### src/rtl/subtrator_serial.sv
// subtrator_serial: bit-serial a-b, LSB first, one bit per clock.
// Optional zero/overflow flags are built when SUBTRATOR_FLAGS_EN is defined.
module subtrator_serial #(
  parameter int WIDTH = 8
) (
  input  logic             clk,
  input  logic             rst_n,
  input  logic             start,
  input  logic [WIDTH-1:0] a,
  input  logic [WIDTH-1:0] b,
  output logic             busy,
  output logic             done,
  output logic [WIDTH-1:0] diff,
  output logic             borrow
`ifdef SUBTRATOR_FLAGS_EN
  ,
  output logic             zero,
  output logic             overflow
`endif
);
  localparam int CW = $clog2(WIDTH);
  typedef enum logic [1:0] {IDLE, RUN, DONE} state_t;
  state_t state, state_nx;
  logic [WIDTH-1:0] a_sr, b_sr, r_sr, res;
  logic [CW-1:0] cnt;
  logic c, d, c_nx, last, accept;
  always_comb begin
    d = a_sr[0] ^ b_sr[0] ^ c;
    c_nx = (~a_sr[0] & b_sr[0]) | (~(a_sr[0] ^ b_sr[0]) & c);
    res = {d, r_sr[WIDTH-1:1]};
    last = (state == RUN) && (cnt == CW'(WIDTH - 1));
    accept = (state != RUN) && start;
    state_nx = (state == RUN) ? (last ? DONE : RUN) : (start ? RUN : IDLE);
  end
  assign busy = (state == RUN);
  assign done = (state == DONE);
  always_ff @(posedge clk or negedge rst_n)
    if (!rst_n) state <= IDLE;
    else state <= state_nx;
  always_ff @(posedge clk or negedge rst_n) begin
    if (!rst_n) begin
      a_sr <= '0;
      b_sr <= '0;
      r_sr <= '0;
      c    <= 1'b0;
      cnt  <= '0;
    end else if (accept) begin
      a_sr <= a;
      b_sr <= b;
      r_sr <= '0;
      c    <= 1'b0;
      cnt  <= '0;
    end else if (state == RUN) begin
      a_sr <= a_sr >> 1;
      b_sr <= b_sr >> 1;
      r_sr <= res;
      c    <= c_nx;
      cnt  <= cnt + CW'(1);
    end
  end
  // results move only on the edge that completes the last bit
  always_ff @(posedge clk or negedge rst_n) begin
    if (!rst_n) begin
      diff   <= '0;
      borrow <= 1'b0;
    end else if (last) begin
      diff   <= res;
      borrow <= c_nx;
    end
  end
`ifdef SUBTRATOR_FLAGS_EN
  logic a_msb, b_msb;
  always_ff @(posedge clk or negedge rst_n) begin
    if (!rst_n) begin
      a_msb    <= 1'b0;
      b_msb    <= 1'b0;
      zero     <= 1'b0;
      overflow <= 1'b0;
    end else if (accept) begin
      a_msb <= a[WIDTH-1];
      b_msb <= b[WIDTH-1];
    end else if (last) begin
      zero     <= (res == '0);
      overflow <= (a_msb != b_msb) && (res[WIDTH-1] != a_msb);
    end
  end
`endif
endmodule

### config.mk
export PLATFORM = sky130hd
export DESIGN_NAME = subtrator_serial
export DESIGN_NICKNAME = d
export VERILOG_FILES = /design/src/rtl/subtrator_serial.sv
export SDC_FILE = /design/constraint.sdc
export NUM_CORES = 1
export LEC_CHECK = 0
export ABC_AREA = 1
export ABC_CLOCK_PERIOD_IN_PS = 1200
export CORE_MARGIN = 2
export CORE_UTILIZATION = 45
export DETAILED_ROUTE_END_ITERATION = 16
export PLACE_DENSITY = 0.73
export SLEW_MARGIN = 20
export SYNTH_ARGS = -nofsm -noshare
export SYNTH_HDL_FRONTEND = slang
export SYNTH_SLANG_ARGS = --single-unit
### constraint.sdc
create_clock -name clk -period 1.2 [get_ports clk]
set_input_delay 0.12 -clock clk [delete_from_list [all_inputs] [get_ports clk]]
set_output_delay 0.12 -clock clk [all_outputs]
set_load 0.005 [all_outputs]
### Yosys cells after proc, flatten, opt, wreduce, memory -nomap -nowiden

Cells that the tools add are included.

| word-level totals | value |
|---|---|
| register bits | 39 |
| bits in latches | 0 |
| memory bits (writable) | 0 |
| bits in read-only memories | 0 |
| input port bits | 19 |
| output and inout port bits | 11 |
| logic and storage cells | 36 |
| memories | 0 |

| operators by class | value |
|---|---|
| add/sub/neg operators | 1 |
| multipliers | 0 |
| div/mod/pow operators | 0 |
| magnitude comparators | 0 |
| equal/unequal tests | 4 |
| shifts and indexed selects | 0 |
| muxes and demuxes | 13 |
| bitwise operators | 7 |
| reductions and logical operators | 3 |

Operators with widths:

| cell | number |
|---|---|
| 2-to-1 mux 8 bit | 6 |
| 2-to-1 mux 3 bit | 2 |
| 2-to-1 mux 2 bit | 2 |
| adder 3 x 1 -> 3 bit (second input constant) | 1 |
| == test 3 bit (second input constant) | 1 |
| 2-to-1 mux 1 bit | 3 |
| bitwise AND 1 bit | 2 |
| == test 2 x 1 -> 1 bit (second input constant) | 1 |
| == test 2 bit (second input constant) | 1 |
| logical AND 1 bit | 2 |
| != test 2 x 1 -> 1 bit (second input constant) | 1 |
| NOT 1 bit | 2 |
| nonzero test 2 bit | 1 |
| XOR 1 bit | 2 |
| OR 1 bit | 1 |

### Longest topological paths before layout

Gate-level depths: netlist (run 1).

| logic depth | value |
|---|---|
| depth after elaboration | 6 |
| gate-level depth with buffers | 7 |
| gate-level depth less buffers | 6 |

### Worst setup path before layout (run 1)

No wires, ideal clock.

| timing | value |
|---|---|
| path kind | register -> register |
| start point | register cnt[0] |
| end point | register diff[7] |
| library setup time | 0.117 ns |
| arrival | 1.086 ns |
| required time | 1.083 ns |
| path slack | -0.002 ns |
| stages on the path, launching flop included | 8 |
| path buffers | 1 |
| period minus slack after synthesis | 1.202 ns |
| path through | dfrtp_1 -> ha_1 -> ha_1 -> inv_1 -> nor2_1 -> buf_4 -> nand2_1 -> nand2_1 |

| on the way | value |
|---|---|
| longest elaborated chain between the ends | 2 |

Ends and longest elaborated chain:

| element | RTL line | text |
|---|---|---|
| from (decl) | 25 | `logic [CW-1:0] cnt;` |
| from (signal assigned) | 58 | `cnt <= cnt + CW'(1);` |
| == test 3 bit | 31 | `last = (state == RUN) && (cnt == CW'(WIDTH - 1));` |
| logical AND 1 bit | 31 |  |
| named net last | 26 | `logic c, d, c_nx, last, accept;` |
| to (signal assigned) | 67 | `diff <= res;` |
| to (decl) | 13 | `output logic [WIDTH-1:0] diff,` |

The timed path passes the listed nets, and every way through them passes these cells.
A chain may end at the register's enable or synchronous reset.

### Worst setup path in the final report (run 1)

| timing | value |
|---|---|
| start point | register state[0] |
| end point | register a_sr[0] |

| on the way | value |
|---|---|
| longest elaborated chain between the ends | 3 |
| elaborated cells between the ends (all ways) | 5 |
| classes of those cells | eq/ne: 2; mux: 1; reduce/logical: 2 |

Ends and longest elaborated chain:

| element | RTL line | text |
|---|---|---|
| from (decl) | 23 | `state_t state, state_nx;` |
| from (signal assigned) | 39 | `else state <= state_nx;` |
| != test 2 x 1 -> 1 bit | 32 | `accept = (state != RUN) && start;` |
| logical AND 1 bit | 32 |  |
| 2-to-1 mux 8 bit or nonzero test 2 bit (tied branches) | - |  |
| to (signal assigned) | 54 | `a_sr <= a_sr >> 1;` |
| to (decl) | 24 | `logic [WIDTH-1:0] a_sr, b_sr, r_sr, res;` |

Parallel ways exist; a longest one is shown, timed or not.

==> results of run 1 <==
==> worst min-delay path by stage <==
stage             from  slack (ns)  cells past startpoint       to
3_5_place_dp   diff[3]        0.47                      2  diff[3]
5_1_grt          rst_n        0.22                      2  b_sr[5]
4_1_cts          rst_n        0.21                      2  diff[4]
6_report         rst_n        0.20                      2  a_sr[1]
3_3_place_gp   r_sr[1]        0.46                      2  diff[0]
2_1_floorplan    rst_n       -0.18                      0  a_sr[0]
==> cell type report <==
class / instances / area [um2]
Inverter: 7 / 26.3
Sequential cell: 38 / 951
Fill cell: 295 / 1340
Clock inverter: 3 / 40.0
Multi-Input combinational cell: 130 / 861
Timing Repair Buffer: 52 / 593
Tap cell: 50 / 62.6
Clock buffer: 5 / 68.8
==> sequential cells by signal, indices dropped and copies added, names as in the netlist <==
signal and flops:
a_sr 8, state 2, b_sr 8, borrow 1, c 1, r_sr 7
diff 8, cnt 3
==> what timing repair did <==
action | CTS | global route
hold endpoints to repair | 0 | 0
cloned | 0 | 7
buffers inserted | 5 | 2
setup endpoints to repair | 22 | 34
resized for setup | 19 | 31
pin swaps | 3 | 23
==> logic make-up (layout without fill, tap and decap cells) <==
family	count (synthesis)	in the layout	synth area share
buffers and inverters	19	67	0.0904
flip-flops	38	38	0.521
adder cells (fa/ha/maj)	3	3	0.0247
AND/OR/NAND/NOR	123	124	0.356
AO/OA/AOI/OAI	3	3	0.00822
==> metrics by stage <==
step	utilization	setup slack [ns]	cells	cell area, um2
2_1_floorplan	-	0.0212	186	1830
3_3_place_gp	0.550	-0.242	263	2170
3_5_place_dp	0.550	-0.292	263	2170
4_1_cts	0.591	-0.0752	276	2330
5_1_grt	0.660	-0.106	285	2600
6_report	0.660	-0.0678	285	2600
==> routing by layer <==
| metal | GRT usage | up-vias |
|---|---|---|
| met3 | 0.0617 | 7 |
| li1 | - | 706 |
| met2 | 0.309 | 31 |
| met4 | 0.0765 | 0 |
| met5 | 0 | - |
| met1 | 0.209 | 731 |
==> synthesized netlist by cell type (2+ instances only) <==
cell type and count:
nor2_1 2, inv_2 3, ha_1 2, dfrtp_1 38
nand2_1 61, buf_6 5, o21ai_1 2, nand3_2 20
buf_12 2, inv_1 4, buf_4 3, nand3_1 37
==> power by group through the flow <==
stage,combinational (mW),sequential (mW),clock (mW)
2_1_floorplan,1.75,2.15,0
3_3_place_gp,2.38,2.19,0
3_5_place_dp,2.44,2.21,0
4_1_cts,2.52,2.17,1.08
5_1_grt,3.75,2.26,1.13
6_report,3.44,2.20,1.07
==> impl_results.md, run 1 <==
* Outcome: finished with violations
* Failing checks: negative setup slack
* Commonest non-fill, non-tap cell in the layout: nand2_1
* Critical path's slowest cell: dfrtp_1
* CP peak stage delay at 0.40 ns
* Yosys top cell by area: dfrtp_1
* # setup viols final at 23
* Reg2Reg Setup Slack at -0.07 ns
* ANT cells at 0
* Largest net degree at the start of global routing at 39
* Met2 wire length at 2080 um
* DR vias/cell at 5.18
* Relative slew slack at 0.608
* Yosys cell types at 19
* TritonCTS buffer count at 5
* Static Leak at 1.28 nW
* Number of DRC markers in iteration 0 at 90
* Top post-synthesis cells by area: dfrtp_1 (52%), nand2_1 (13%), nand3_2 (11%)
* First drt pass iteration count at 4
* Clk_skew at 0.00637 ns
* GRT Total Usage at 0.182
* Post-Syn Nets at 208
* Layout cells sized above 1 at 0.349
* Die footprint at 4590 um2
* CTS tree: built
* Met3 WL at 155 um
* Crit-path cells: buf_6 -> buf_6 -> nand2_8 -> buf_12 -> clkbuf_16 -> nand3_2 -> nand3_2
* Vias in the first global route at 1451
* WP depth at 7
* Peak supply drop at 1130 uV
* Final period util at 1.06
* CP top delay family: buffers and inverters
* DIE HEIGHT at 67.7 um
* Dpl hpwl at 2290 um
* CP Buf/Inv Count at 4
* Synthesized instance count at 186
* Core area at 3940 um2
* CTS Sinks at 38
* DIE WIDTH at 67.7 um
* Post-synthesis sequential area ratio at 0.521
* Max Fclk at 0.789 GHz
* Final min period at 1.27 ns
* Initial antenna violation count at 0
* Avg Cell Area, Syn at 9.82 um2
* FF-to-FF End: a_sr[0]
* Min-Delay Path Class: input pin to asynchronous set/reset pin
* Reg2Reg Launch Point: state[0]
* First-pass GRT wire length at 6100 um
* Synthesized area at 1830 um2
* Grt ovf at 0
* Max Slew Vio Count at 0
* Total number of vias at 1475
* Crit path from: state[0]
* Kind of critical path: register to register
* Switching share of power at 0.364
* Worst slew pin tran at 0.587 ns
* Worst Slack Setup Final at -0.0678 ns
* Hold Buf Count CTS at 0
* Number of synthesis warnings at 0
* Routed wire length at 4110 um
* DRT met1 WL at 1810 um
* Synth Register Bits at 38
* Flop pwr share at 0.328
* Combinational power share at 0.512
* Critical path arrival at 1.50 ns
* Cell-internal power at 4.27 mW
* Port Buffer Count at 29
* # H-tree levels at 2
* CTS Buffer Depth at 2
* Rows at 23
* Max Used Layer: met4
* Initial Util at 0.463
* Final hold violations at 0
* RSZ-0062 raised after global routing: true
* Placer congestion estimate at 0.733
* DRC viols at 0
* Worst Path Required at 1.43 ns
* Max-cap violations at 0
* Crit Path Max Fanout at 8
* Main synth FF type: dfrtp_1
* Clock Latency Late Sink at 0.29 ns
* CTS clk-pin slew, worst paths at 0.08 ns
* Yosys top cell area share at 0.521
* Antenna-violating nets left at 0
* CP startpoint kind: register
* Most frequent cells in the layout: nand2_1 (61), dfrtp_1 (38), nand3_2 (33)
* Ys async rst share at 1.00
* Clock power frac at 0.160
* Final Power at 6.71 mW
* WL/cell at 14.4 um
* # IOs at 30
* Total Neg Setup Slack at -0.579 ns
* Net Switching at 2.45 mW
* Pwr dens at 2580 nW/um2
* Hold slack final at 0.204 ns
* Layout area overhead at 42.5%
* Critical Path End Type: register
* Root Buffer: clkbuf_8
* CP endpoint: a_sr[0]
* Reg2reg path depth at 7
* EDFF count, synth at 0
* Nets at 256
Note: power is estimated with default switching activity, not from simulation.
==> inputs of run 2 (changes only) <==
- RECOVER_POWER: not set -> 100
==> run 2 against run 1 <==
Net effect:
- the run still ends with negative setup slack left
- worst hold slack better by 0.18 ns
- register-to-register slack about the same
- fmax about the same
- die area unchanged
- clock skew about the same
- clock power about the same
- critical path type unchanged
==> impl_results.md, run 2 (synthesized netlist as in run 1, its figures left out) <==
* Dpl hpwl at 2290 um
* Final period util at 1.06
* WL/cell at 14.4 um
* Total Neg Setup Slack at -0.578 ns
* Registers with the most flip-flops: a_sr (8), b_sr (8), diff (8)
* CTS Buffer Depth at 2
* Die footprint at 4590 um2
* Relative slew slack at 0.432
* CP Buf/Inv Count at 4
* Switching share of power at 0.365
* TritonCTS buffer count at 5
* Post-route non-filler standard cell count at 285
* Static Leak at 1.27 nW
* Max Fclk at 0.789 GHz
* Outcome: finished with violations
* Number of DRC markers in iteration 0 at 90
* Crit-path cells: buf_6 -> buf_6 -> nand2_8 -> buf_12 -> clkbuf_16 -> nand3_2 -> nand3_2
* # IOs at 30
* Port Buffer Count at 29
* Initial antenna violation count at 0
* Largest net degree at the start of global routing at 39
* # setup viols final at 23
* Min-Delay Path Class: input pin to register
* Dpl cell area at 2170 um2
* Failing checks: negative setup slack
* Max-cap violations at 0
* Total number of vias at 1471
* Worst Path Required at 1.43 ns
* Nets at 256
* Critical path arrival at 1.50 ns
* CTS clk-pin slew, worst paths at 0.08 ns
* Hold slack final at 0.387 ns
* Reg2Reg Launch Point: state[0]
* Commonest non-fill, non-tap cell in the layout: nand2_1
* Worst Slack Setup Final at -0.0680 ns
* Vias in the first global route at 1451
* Dpl cells at 263
* Max Slew Vio Count at 0
* CP peak stage delay at 0.40 ns
* Initial Util at 0.463
* Sequential cell area at 951 um2
* Net Switching at 2.44 mW
* DR vias/cell at 5.16
* Clock power frac at 0.160
* First drt pass iteration count at 4
* Post-route cell area at 2590 um2
* Kind of critical path: register to register
* Hold path start: a[7]
* Clk_skew at 0.00625 ns
* Reg2reg path depth at 7
* CP startpoint kind: register
* Most frequent cells in the layout: nand2_1 (61), dfrtp_1 (38), nand3_2 (33)
* Combinational power share at 0.511
* Clock Latency Late Sink at 0.29 ns
* Multi-input gate area at 861 um2
* Crit path from: state[0]
* Rows at 23
* Final hold violations at 0
* CP top delay family: buffers and inverters
* Routed wire length at 4110 um
* WP depth at 7
* # H-tree levels at 2
* Core area at 3940 um2
* Cell-internal power at 4.26 mW
* DIE WIDTH at 67.7 um
* Hold Crit Depth at 3
* Layout area overhead at 41.6%
* Antenna-violating nets left at 0
* CTS Sinks at 38
* Crit Path Max Fanout at 8
* GRT Total Usage at 0.182
* Flop pwr share at 0.329
* Pwr dens at 2590 nW/um2
* Layout cells sized above 1 at 0.349
* First-pass GRT wire length at 6100 um
* Grt ovf at 0
* DIE HEIGHT at 67.7 um
* DRC viols at 0
* Final min period at 1.27 ns
* Placer congestion estimate at 0.733
* Critical Path End Type: register
* CTS tree: built
* Worst slew pin tran at 0.852 ns
* Fill cells at 297
* RSZ-0062 raised after global routing: true
* Root Buffer: clkbuf_8
* Critical path's slowest cell: dfrtp_1
* ANT cells at 0
* Peak supply drop at 1130 uV
-- run 2: repair_timing --
item | in CTS | in global routing
gates resized for setup | 19 | 31
pin swaps | 3 | 23
endpoints found under the setup margin | 22 | 34
buffers inserted | 5 | 2
gates cloned | 0 | 7
hold buffers | 0 | 0
-- run 2: cell type report --
class	count	area share
clock buffer	5	0.0266
clock inverter	3	0.0155
tap	50	0.0242
timing repair buffer	52	0.223
sequential	38	0.368
multi-input combinational	130	0.333
inverter	7	0.0102
-- run 2: layer usage --
layer / vias to the layer above / wire (um) / GRT usage
li1: 706 / - / -
met1: 729 / 1810 / 0.209
met2: 29 / 2090 / 0.309
met3: 7 / 150 / 0.0617
met4: 0 / 59 / 0.0765
met5: - / 0 / 0
-- run 2: worst register-to-register path, cell delays in order (launching register included) --
cell,delay (ns)
dfrtp_1,0.40
buf_6,0.13
buf_6,0.12
nand2_8,0.08
buf_12,0.15
clkbuf_16,0.15
nand3_2,0.06
nand3_2,0.12
-- run 2: worst paths after layout --
check,end,slack [ns]
max,a_sr[0],-0.07
min,a_sr[7],0.39
max reg2reg,a_sr[0],-0.07
min reg2reg,diff[3],0.48
max in group asynchronous,a_sr[3],0.26
min in group asynchronous,a_sr[1],0.40
-- run 2: through the flow --
stage / total power, mW / setup WS, ns / util
floorplan: 3.90 / 0.0212 / -
global placement: 4.57 / -0.242 / 0.550
detailed placement: 4.65 / -0.292 / 0.550
CTS: 5.78 / -0.0752 / 0.591
global route: 7.14 / -0.106 / 0.656
finish: 6.71 / -0.0680 / 0.656
-- run 2: power groups by stage --
stage          Combinational (mW)  Sequential, mW  Clock (mW)
2_1_floorplan                1.75            2.15           0
3_3_place_gp                 2.38            2.19           0
3_5_place_dp                 2.44            2.21           0
4_1_cts                      2.52            2.17        1.08
5_1_grt                      3.75            2.26        1.13
6_report                     3.43            2.20        1.07
==> inputs of run 3 (changes only) <==
- DONT_BUFFER_PORTS: not set -> 1
- PLACE_DENSITY: 0.73 -> 0.63
==> run 3 against run 2 <==
Net effect:
- the flow now finishes without violations
- core utilization shrank 10 points
- clock power shrank 24%
- die area is the same
- critical path depth shrank 4
- sequential cell count is the same
- critical path type is now register to primary output
==> impl_results.md, run 3 (synthesized netlist as in run 1, its figures left out) <==
* Outcome: finished clean
* Commonest non-fill, non-tap cell in the layout: nand2_1
* DR vias/cell at 5.21
* Rows at 23
* RSZ-0062 raised after global routing: true
* Crit-path cells: buf_6 -> nor2_4 -> buf_6
* Root Buffer: clkbuf_8
* Flop pwr share at 0.408
* Crit Path Max Fanout at 5
* CTS Sinks at 38
* Cell-internal power at 3.34 mW
* Critical path arrival at 1.06 ns
* Peak supply drop at 1370 uV
* DIE HEIGHT at 67.7 um
* Critical path's slowest cell: dfrtp_1
* CTS tree: built
* WL/cell at 14.5 um
* # H-tree levels at 2
* Number of DRC markers in iteration 0 at 68
* Max-cap violations at 0
* Min-Delay Path Class: input pin to register
* # setup viols final at 0
* Grt ovf at 0
* Switching share of power at 0.389
* TritonCTS buffer count at 5
* Port Buffer Count at 0
* Core area at 3940 um2
* Hold Crit Depth at 2
* Pwr dens at 2490 nW/um2
* Net Switching at 2.13 mW
* Dpl hpwl at 2250 um
* CTS Buffer Depth at 2
* Worst Path Required at 1.08 ns
* Worst slew pin tran at 0.664 ns
* CP peak stage delay at 0.40 ns
* Most frequent cells in the layout: nand2_1 (60), nand3_1 (37), dfrtp_1 (37)
* Antenna-violating nets left at 0
* Static Leak at 1.09 nW
* Final min period at 1.18 ns
* Clock power frac at 0.148
* Final hold violations at 0
* Clock Latency Late Sink at 0.29 ns
* Clk_skew at 0.00634 ns
* Util after Layout at 0.556
* Kind of critical path: register to primary output
* # IOs at 30
* Total number of vias at 1364
* Critical Path End Type: primary output
* Top cell by count, worst path: buf_6
* Largest net degree at the start of global routing at 39
* Max Fclk at 0.850 GHz
* First-pass GRT wire length at 6480 um
* Vias in the first global route at 1408
* Nets at 234
* Initial antenna violation count at 0
* Registers with the most flip-flops: a_sr (8), b_sr (8), diff (8)
* Fill cells at 352
* Final period util at 0.980
* Layout area overhead at 20.0%
* CTS clk-pin slew, worst paths at 0.07 ns
* Initial Util at 0.463
* Die footprint at 4590 um2
* First drt pass iteration count at 4
* DRC viols at 0
* Layout cells sized above 1 at 0.269
* GRT Total Usage at 0.195
* Relative slew slack at 0.556
* Max Slew Vio Count at 0
* Combinational power share at 0.444
* Placer congestion estimate at 0.697
* CP startpoint kind: register
* ANT cells at 0
* Reg2reg path depth at 4
* DIE WIDTH at 67.7 um
* Final Power at 5.47 mW
* Routed wire length at 3800 um
## run 3: path summary, 6_finish.rpt
| check | start | endpoint | slack, ns |
|---|---|---|---|
| max | state[1] | busy | 0.02 |
| min in group asynchronous | rst_n | diff[7] | 0.38 |
| max in group asynchronous | rst_n | state[0] | 0.44 |
| min reg2reg | r_sr[1] | diff[0] | 0.49 |
| min | b[1] | b_sr[1] | 0.008 |
| max reg2reg | c | diff[7] | 0.03 |
## run 3: power groups by stage
stage / clock [mW] / sequential [mW] / combinational (mW)
after detailed placement: 0 / 2.24 / 2.08
final: 0.809 / 2.23 / 2.43
after floorplan: 0 / 2.15 / 1.75
after global routing: 0.896 / 2.30 / 2.71
after global placement: 0 / 2.21 / 2.01
after CTS: 0.834 / 2.21 / 2.31
## run 3: metal layers
metal	vias up	part of all wire	track usage
li1	661	-	-
met1	669	0.41	0.248
met2	28	0.53	0.303
met3	6	0.048	0.0583
met4	0	0.014	0.0944
met5	-	0	0
## run 3: final cells by class
cell class | count | area (um2) | share of cell area
repair buffers | 29 | 303 | 0.138
inverters | 7 | 28.8 | 0.0131
well taps | 50 | 62.6 | 0.0285
flip-flops and latches | 38 | 952 | 0.434
clock buffers | 5 | 68.8 | 0.0314
clock inverters | 2 | 10.0 | 0.00457
multi-input cells | 131 | 767 | 0.350
## run 3: stage by stage
step / setup TNS, ns / area (um2) / std cells / hold slack, ns / setup WS (ns)
final: 0 / 2190 / 262 / 0.00849 / 0.0239
after detailed placement: -2.87 / 1870 / 234 / -0.175 / -0.286
after global routing: -0.241 / 2190 / 262 / 0.00235 / -0.0340
after CTS: 0 / 2150 / 259 / 0.000846 / 0.00745
after floorplan: 0 / 1830 / 186 / -0.176 / 0.0212
after global placement: -2.43 / 1870 / 234 / -0.175 / -0.256
## run 3: repair_timing
action | 4_1_cts | 5_1_grt
hold buffers | 16 | 0
endpoints found under the setup margin | 12 | 14
resized for setup | 5 | 12
endpoints found under the hold margin | 51 | 0
setup buffers | 1 | 1
pin swaps | 2 | 9
cloned | 1 | 2
## run 3: critical path, delay by kind of cell (launching register included)
kind	cells	cell delay [ns]
flops	1	0.40
buf+inv	2	0.27
simple gates	1	0.10
